**config.mk**
```make
export PLATFORM = sky130hd
export DESIGN_NAME = adc_acq_ctrl_flat
export DESIGN_NICKNAME = d
export VERILOG_FILES = /design/src/rtl/adc_acq_ctrl_if.sv /design/src/rtl/adc_acq_ctrl.sv /design/src/flat_wrapper.sv
export SDC_FILE = /design/constraint.sdc
export NUM_CORES = 1
export LEC_CHECK = 0
export ABC_AREA = 1
export CAP_MARGIN = 20
export CELL_PAD_IN_SITES_DETAIL_PLACEMENT = 1
export CELL_PAD_IN_SITES_GLOBAL_PLACEMENT = 1
export CORE_UTILIZATION = 36
export CTS_CLUSTER_SIZE = 10
export DETAILED_ROUTE_END_ITERATION = 16
export PLACE_DENSITY = 0.74
export SYNTH_ARGS = -nofsm -noshare
export SYNTH_HDL_FRONTEND = slang
export SYNTH_SLANG_ARGS = --single-unit
```
**constraint.sdc**
```tcl
create_clock -name clk -period 1.88 [get_ports clk]
set_input_delay 0.564 -clock clk [delete_from_list [all_inputs] [get_ports clk]]
set_output_delay 0.564 -clock clk [all_outputs]
set_load 0.01 [all_outputs]
```
**src/rtl/adc_acq_ctrl_if.sv**
```systemverilog
// Register-side and generator/readout-side signals of the ADC acquisition sequencer.
// The sequencer itself connects through the slave modport.
interface adc_acq_ctrl_if #(
    parameter int COUNT_WIDTH = 32
);
    logic                   start;
    logic                   abort;
    logic [31:0]            cfg_divider;
    logic [COUNT_WIDTH-1:0] cfg_samples;
    logic                   trigger;
    logic                   sample_done;
    logic [31:0]            divider;
    logic                   busy;
    logic                   done;
    logic                   overrun;
    logic [COUNT_WIDTH-1:0] sample_count;

    modport slave (
        input  start, abort, cfg_divider, cfg_samples, trigger, sample_done,
        output divider, busy, done, overrun, sample_count
    );

    modport master (
        output start, abort, cfg_divider, cfg_samples, trigger, sample_done,
        input  divider, busy, done, overrun, sample_count
    );
endinterface

```
**src/rtl/adc_acq_ctrl.sv**
```systemverilog
// Acquisition sequencer: programs the trigger generator, counts triggers and
// conversions, stops after N samples or on abort, then drains the last conversion.
module adc_acq_ctrl #(
    parameter int COUNT_WIDTH = 32
) (
    input  logic          clk,
    input  logic          resetn,
    adc_acq_ctrl_if.slave bus
);
    typedef enum logic [1:0] {IDLE, RUN, DRAIN, DONE} state_t;

    localparam logic [COUNT_WIDTH-1:0] CNT_MAX = '1;

    state_t                 state, state_n;
    logic [31:0]            div_q, div_n;
    logic [COUNT_WIDTH-1:0] num_q, num_n;
    logic [COUNT_WIDTH-1:0] trig_cnt, trig_n;
    logic                   outstanding, out_n;
    logic [31:0]            divider_n;
    logic                   busy_n, done_n, ovr_n;
    logic [COUNT_WIDTH-1:0] cnt_n;
    logic                   last_trig;

    // Compare in COUNT_WIDTH+1 bits so the saturated count cannot alias num_q.
    assign last_trig = bus.trigger && (num_q != '0) &&
                       (({1'b0, trig_cnt} + 1'b1) == {1'b0, num_q});

    always_comb begin
        state_n   = state;
        div_n     = div_q;
        num_n     = num_q;
        trig_n    = trig_cnt;
        out_n     = outstanding;
        ovr_n     = bus.overrun;
        cnt_n     = bus.sample_count;
        divider_n = '0;
        busy_n    = 1'b0;
        done_n    = 1'b0;
        unique case (state)
            IDLE: begin
                if (bus.start && !bus.abort && bus.cfg_divider != '0) begin
                    div_n     = bus.cfg_divider;
                    num_n     = bus.cfg_samples;
                    trig_n    = '0;
                    cnt_n     = '0;
                    ovr_n     = 1'b0;
                    out_n     = 1'b0;
                    state_n   = RUN;
                    divider_n = bus.cfg_divider;
                    busy_n    = 1'b1;
                end
            end
            RUN: begin
                divider_n = div_q;
                busy_n    = 1'b1;
                if (bus.sample_done && bus.sample_count != CNT_MAX)
                    cnt_n = bus.sample_count + 1'b1;
                if (bus.trigger) begin
                    if (trig_cnt != CNT_MAX)
                        trig_n = trig_cnt + 1'b1;
                    if (outstanding && !bus.sample_done)
                        ovr_n = 1'b1;
                    out_n = 1'b1;
                end else if (bus.sample_done) begin
                    out_n = 1'b0;
                end
                if (bus.abort || last_trig) begin
                    state_n   = DRAIN;
                    divider_n = '0;
                end
            end
            DRAIN: begin
                busy_n = 1'b1;
                if (bus.sample_done && bus.sample_count != CNT_MAX)
                    cnt_n = bus.sample_count + 1'b1;
                if (!outstanding || bus.sample_done) begin
                    out_n   = 1'b0;
                    state_n = DONE;
                    busy_n  = 1'b0;
                    done_n  = 1'b1;
                end
            end
            DONE: begin
                state_n = IDLE;
            end
            default: state_n = IDLE;
        endcase
    end

    always_ff @(posedge clk or negedge resetn) begin
        if (!resetn) begin
            state            <= IDLE;
            div_q            <= '0;
            num_q            <= '0;
            trig_cnt         <= '0;
            outstanding      <= 1'b0;
            bus.divider      <= '0;
            bus.busy         <= 1'b0;
            bus.done         <= 1'b0;
            bus.overrun      <= 1'b0;
            bus.sample_count <= '0;
        end else begin
            state            <= state_n;
            div_q            <= div_n;
            num_q            <= num_n;
            trig_cnt         <= trig_n;
            outstanding      <= out_n;
            bus.divider      <= divider_n;
            bus.busy         <= busy_n;
            bus.done         <= done_n;
            bus.overrun      <= ovr_n;
            bus.sample_count <= cnt_n;
        end
    end
endmodule

```
**src/flat_wrapper.sv**
```systemverilog
// flat-port wrapper written by rule: the top's interface ports become plain ports
module adc_acq_ctrl_flat 
#(
    parameter int COUNT_WIDTH = 32
)
  (clk, resetn, bus_start, bus_abort, bus_cfg_divider, bus_cfg_samples, bus_trigger, bus_sample_done, bus_divider, bus_busy, bus_done, bus_overrun, bus_sample_count);
  adc_acq_ctrl_if #(.COUNT_WIDTH(COUNT_WIDTH)) bus_i ();
  input  logic clk;
  input  logic resetn;
  input wire logic [$bits(bus_i.start)-1:0] bus_start;
  input wire logic [$bits(bus_i.abort)-1:0] bus_abort;
  input wire logic [$bits(bus_i.cfg_divider)-1:0] bus_cfg_divider;
  input wire logic [$bits(bus_i.cfg_samples)-1:0] bus_cfg_samples;
  input wire logic [$bits(bus_i.trigger)-1:0] bus_trigger;
  input wire logic [$bits(bus_i.sample_done)-1:0] bus_sample_done;
  output wire logic [$bits(bus_i.divider)-1:0] bus_divider;
  output wire logic [$bits(bus_i.busy)-1:0] bus_busy;
  output wire logic [$bits(bus_i.done)-1:0] bus_done;
  output wire logic [$bits(bus_i.overrun)-1:0] bus_overrun;
  output wire logic [$bits(bus_i.sample_count)-1:0] bus_sample_count;
  assign bus_i.start = bus_start;
  assign bus_i.abort = bus_abort;
  assign bus_i.cfg_divider = bus_cfg_divider;
  assign bus_i.cfg_samples = bus_cfg_samples;
  assign bus_i.trigger = bus_trigger;
  assign bus_i.sample_done = bus_sample_done;
  assign bus_divider = bus_i.divider;
  assign bus_busy = bus_i.busy;
  assign bus_done = bus_i.done;
  assign bus_overrun = bus_i.overrun;
  assign bus_sample_count = bus_i.sample_count;
  adc_acq_ctrl #(.COUNT_WIDTH(COUNT_WIDTH)) u_core (.clk(clk), .resetn(resetn), .bus(bus_i));
endmodule
```
; ---- Word-level counts from Yosys, hierarchy flattened
; Index checks and enable logic that the tools add are counted.
[classes]
mux = 26
eq_ne = 14
n_reduce_logical = 24
addsub = 3
[op_table]
columns = operator, count
row1 = 32-bit 2-to-1 mux, 6
row2 = 32-bit case mux with 2 select lines, 3
row3 = 32-bit by 1-bit adder with 32-bit output (second input constant), 2
row4 = 32-bit != test (second input constant), 2
row5 = 32-bit nonzero test, 2
row6 = 32-bit by 1-bit adder with 33-bit output (second input constant), 1
row7 = 33-bit by 32-bit equality test with 1-bit output, 1
row8 = 2-bit by 1-bit != test with 1-bit output (second input constant), 6
row9 = 4-bit AND reduction, 3
row10 = 1-bit 2-to-1 mux, 10
row11 = 2-bit case mux with 4 select lines, 1
row12 = 1-bit logical AND, 6
row13 = 2-bit 2-to-1 mux, 3
row14 = 1-bit case mux with 3 select lines, 2
row15 = 3-bit AND reduction, 2
row16 = 2-bit equality test (second input constant), 2
row17 = 2-bit nonzero test, 2
row18 = 1-bit logical NOT, 3
row19 = 3-bit != test (second input constant), 1
row20 = 3-bit nonzero test, 1
row21 = 2-bit by 1-bit equality test with 1-bit output (second input constant), 1
row22 = 2-bit logical NOT, 1
row23 = 1-bit logical OR, 2
row24 = 2-bit != test (second input constant), 1
row25 = 3 further kinds, 3
[totals]
reg_bits = 166
elab_cells = 77
inputBits = 70
out_inout_bits = 67

; ---- Longest topological paths before layout
[logic_depth]
word_depth = 6
mapped_depth = 18
depth_no_buf = 18

; ---- Worst setup path before layout
; No wires, ideal clock.
[synth_timing]
kind = register to register
startpoint = register u_core.trig_cnt[0]
endpoint = register u_core.bus.divider[18]
n_path_buf = 1
period_less_slack_ns = 2.053
slack_ns = -0.173
t_required_ns = 1.759
arrival_ns = 1.932
setup_time_ns = 0.121
path_stages_with_launch = 18
path_cell_list = dfrtp_1 > ha_1 > nand2_2 > nor2_4 > nand2_2 > nor2_4 > nand2_2 > nand2_1 > nand2_1 > nand2_1 > nand2_1 > nor2_1 > nand2_1 > nor2_2 > nand3_2 > nand2_4 > buf_4 > o21ai_1
[synth_via]
elab_chain_len = 6
[synth_rtl]
columns = item, line_no
row1 = start: declaration, adc_acq_ctrl.sv:17  ; logic [COUNT_WIDTH-1:0] trig_cnt, trig_n;
row2 = start signal: assignment, adc_acq_ctrl.sv:106  ; trig_cnt <= trig_n;
row3 = 32-bit by 1-bit adder with 33-bit output, adc_acq_ctrl.sv:26  ; (({1'b0, trig_cnt} + 1'b1) == {1'b0, num_q});
row4 = 33-bit by 32-bit equality test with 1-bit output, adc_acq_ctrl.sv:26
row5 = 1-bit logical AND, adc_acq_ctrl.sv:25  ; assign last_trig = bus.trigger && (num_q != '0) &&
row6 = 1-bit logical OR, adc_acq_ctrl.sv:67  ; if (bus.abort || last_trig) begin
row7 = 32-bit 2-to-1 mux, adc_acq_ctrl.sv:67
row8 = 32-bit case mux with 2 select lines, adc_acq_ctrl.sv:39  ; unique case (state)
row9 = named net u_core.divider_n[18], adc_acq_ctrl.sv:19  ; logic [31:0] divider_n;
row10 = end signal: assignment, adc_acq_ctrl.sv:108  ; bus.divider <= divider_n;
row11 = end: declaration, adc_acq_ctrl_if.sv:20  ; output divider, busy, done, overrun, sample_count
; The timed path passes the listed nets, and every way through them passes these cells.
; A chain may end at the register's enable or synchronous reset.

; ---- Final worst setup path
[layout_timing]
startpoint = register u_core.trig_cnt[0]
endpoint = register u_core.bus.divider[22]
; The elaborated chain is that of the path after synthesis.

==> flow_summary.toml <==
[run_status]
status = "finished, violations left"
violations = "setup timing"

[placed_design]
dpl_cell_area_um2 = 12200
hpwl_mm = 23.7
placed_cells = 1803
gp_congestion = 0.869
io_buffer_count = 136

[synth]
async_reset_ff_share_pct = 100
synth.net_count = 1254
ys_warn_count = 0
synth_xor_area_share_pct = 3.47
netlist_instances = 1178
synth_area_um2 = 8930
seq_area_frac_synth_pct = 46.5
synth-simple-area-share_pct = 31.3
ys_ff_latch = 166
synth_compound_area_share_pct = 10.7
synth.distinct_cells = 40
synth-edff-count = 0
synth_adder_area_share_pct = 0.840
synth_top_family_by_area = "simple AND/OR/NAND/NOR gates"
syn_avg_cell_area_um2 = 7.58
synth_mux_area_share_pct = 0
synth_top_flop_cell = "dfrtp_1"

[sta]
max_freq_ghz = 0.339
rsz0062_at_grt = "yes"
finalClockSkew_ps = 26.1
maxSlewHeadroom_pct = 67.6
layout_setup_ws_ps = -1070
finalCriticalPeriod_ps = 2950
tightest_slew_ps = 486
setup_violations = 178
final_hold_viol_count = 0
setup_tns_ps = -68490
period_share_pct = 157
slew_violations = 0

[cells_and_area]
n_fill_cell = 2714
fin_nets = 1648
diodes = 0
design_area_um2 = 15300
final_cells = 1909
final_common_cell = "nand2_1"
final_cell_mix = "nand2_1 (253), buf_4 (195), dfrtp_1 (165), inv_1 (119), nor2_1 (83)"
drive_above_1_share_pct = 39.2
area_growth_pct = 71.5

[power]
worst_ir_drop_vdd_mv = 0.973
p_leak_nw = 7.28
power_density_nw_per_um2 = 1400

[worst_setup_path]
cpMaxStageDelayCell = "dfrtp_1"
path_buf_inv = 2
slowest_delay_ps = 370
crit_top_cell = "nand2_1"
critPathTopFamily = "simple AND/OR/NAND/NOR gates"
cp_max_fo = 11
path_class = "flop to flop"
crit_chain = "ha_2, nand2_4, nor2_4, buf_12, nand2_8, nor2_4, nand2_1, nand2_1, nand2_1, nand2_1, nand2_1, nor2_1, nand2_1, nor2_2, nand3_4, nand2_8, buf_12, o21ai_1"
end_kind = "flop"
crit_path_start_kind = "flop"
critPathArrivalTime_ps = 3300
critPathRequiredTime_ps = 2230

[route]
vias = 11516
route.detailed.drc = 0
viasPerCell = 6.03
firstDrtPassIters = 5
routed_wl_mm = 54.6
postRouteAntennaNets = 0
wl_per_cell_um = 28.6
drt_iter0_drc = 1170

[floorplan]
dieArea_um2 = 25400
io_pins = 137
core_um2 = 24300
die_x_um = 160
initial_core_util_pct = 36.7
row_count = 57
die_height_um = 160

[global_routing]
grt_pass1_wl_mm = 61.0
gr-usage-all-layers_pct = 31.2
antenna_found_initial = 2
first_global_vias = 11130
grt_max_degree = 38
grt-ovfl-total = 0

[clock_network]
cts_tree = "built"
clk_latency_ps = 480
cts.htree.levels = 4
postCtsHoldBufs = 0
numCtsBuffers = 17
clk_pin_slew_worst_paths_ps = 90
cts_buffer_depth = 2
cts_sinks = 166
cts-root-buf = "clkbuf_16"

[run]
cap_violations = 0

[min_path]
hp-class = "primary input to asynchronous set/reset pin"
==> registers in the layout, indices dropped and copies added, names as in the netlist <==
register and count:
u_core.bus.overrun 1, u_core.bus.done 1, u_core.bus.divider 32, u_core.div_q 32, u_core.outstanding 1, u_core.trig_cnt 32
u_core.bus.busy 1, u_core.num_q 32, u_core.bus.sample_count 32, u_core.state 2
==> Yosys cell counts, types with 5 or more instances <==
master | count | share of area [%]
dfrtp_1 | 166 | 46
nand2_1 | 349 | 15
nand3_1 | 85 | 4.8
nand4_1 | 29 | 2.0
nand2_2 | 6 | 0.42
nor2_1 | 119 | 5.0
o21ai_1 | 11 | 0.62
buf_2 | 5 | 0.28
o31ai_1 | 20 | 1.7
xnor2_1 | 12 | 1.2
inv_1 | 128 | 5.4
nand3b_1 | 7 | 0.59
o21ai_0 | 118 | 6.6
nor4_1 | 5 | 0.35
nor2_4 | 7 | 0.88
xor2_1 | 13 | 1.3
a21oi_1 | 10 | 0.56
nor3_1 | 16 | 0.90
clkbuf_1 | 24 | 1.0
ha_1 | 6 | 0.84
==> per-layer routing <==
metal,vias up,track usage [%],routed length (µm)
met3,341,6.33,4420
met5,-,0,17
met2,821,55.4,26400
met4,2,16.1,4740
li1,4614,-,-
met1,5738,35.2,19000
==> kinds of logic after synthesis <==
logic type	after synthesis
XOR/XNOR	29
buffers and inverters	166
adder cells (fa/ha/maj)	6
AND/OR/NAND/NOR	638
AO/OA/AOI/OAI	173
flip-flops	166
==> what timing repair did <==
item / in CTS / in global routing
endpoints found under the setup margin: 232 / 180
pin swaps: 36 / 52
resized for setup: 312 / 404
gates cloned: 13 / 15
buffers inserted: 26 / 34
==> final timing paths <==
kind	cells past startpoint	start	endpoint	slack, ps
worst max-delay path	18	u_core.trig_cnt[0]	u_core.bus.divider[22]	-1070
worst min-delay path	1	resetn	u_core.bus.divider[29]	40
worst max register to register	18	u_core.trig_cnt[0]	u_core.bus.divider[22]	-1070
worst min register to register	1	u_core.outstanding	u_core.bus.done	550
max in group asynchronous	2	resetn	u_core.bus.sample_count[2]	1260
min in group clk	3	bus_cfg_divider[6]	u_core.bus.divider[6]	330
==> through the flow <==
step / power, mW / util, % / hold slack, ps / worst slack [ps]
floorplan: 8.40 / - / 268 / -160
global placement: 11.6 / 50.4 / 489 / -745
detailed placement: 11.9 / 50.4 / 481 / -869
finish: 21.4 / 63.0 / 36.0 / -1070
global route: 21.8 / 63.0 / 59.7 / -1140
CTS: 17.1 / 56.8 / 62.2 / -691
==> area by class of cell <==
cell class                      count  area [µm²]  area share (%)
Multi-Input combinational cell    846        5490            35.9
Sequential cell                   166        4160            27.1
Timing Repair Buffer              410        4110            26.8
Inverter                          130         503            3.28
Clock buffer                       17         425            2.78
Tap cell                          324         405            2.65
Clock inverter                     15         214            1.40
Timing Repair inverter              1        16.3           0.106
==> power by group <==
part / switching, mW / internal, mW / leakage, nW / total [mW]
clock: 2.16 / 1.86 / 0.305 / 4.02
combinational: 7.09 / 4.93 / 4.79 / 12.0
sequential: 0.785 / 4.62 / 2.19 / 5.41
total: 10.0 / 11.4 / 7.28 / 21.4
Power figures use the tool's default switching activity.
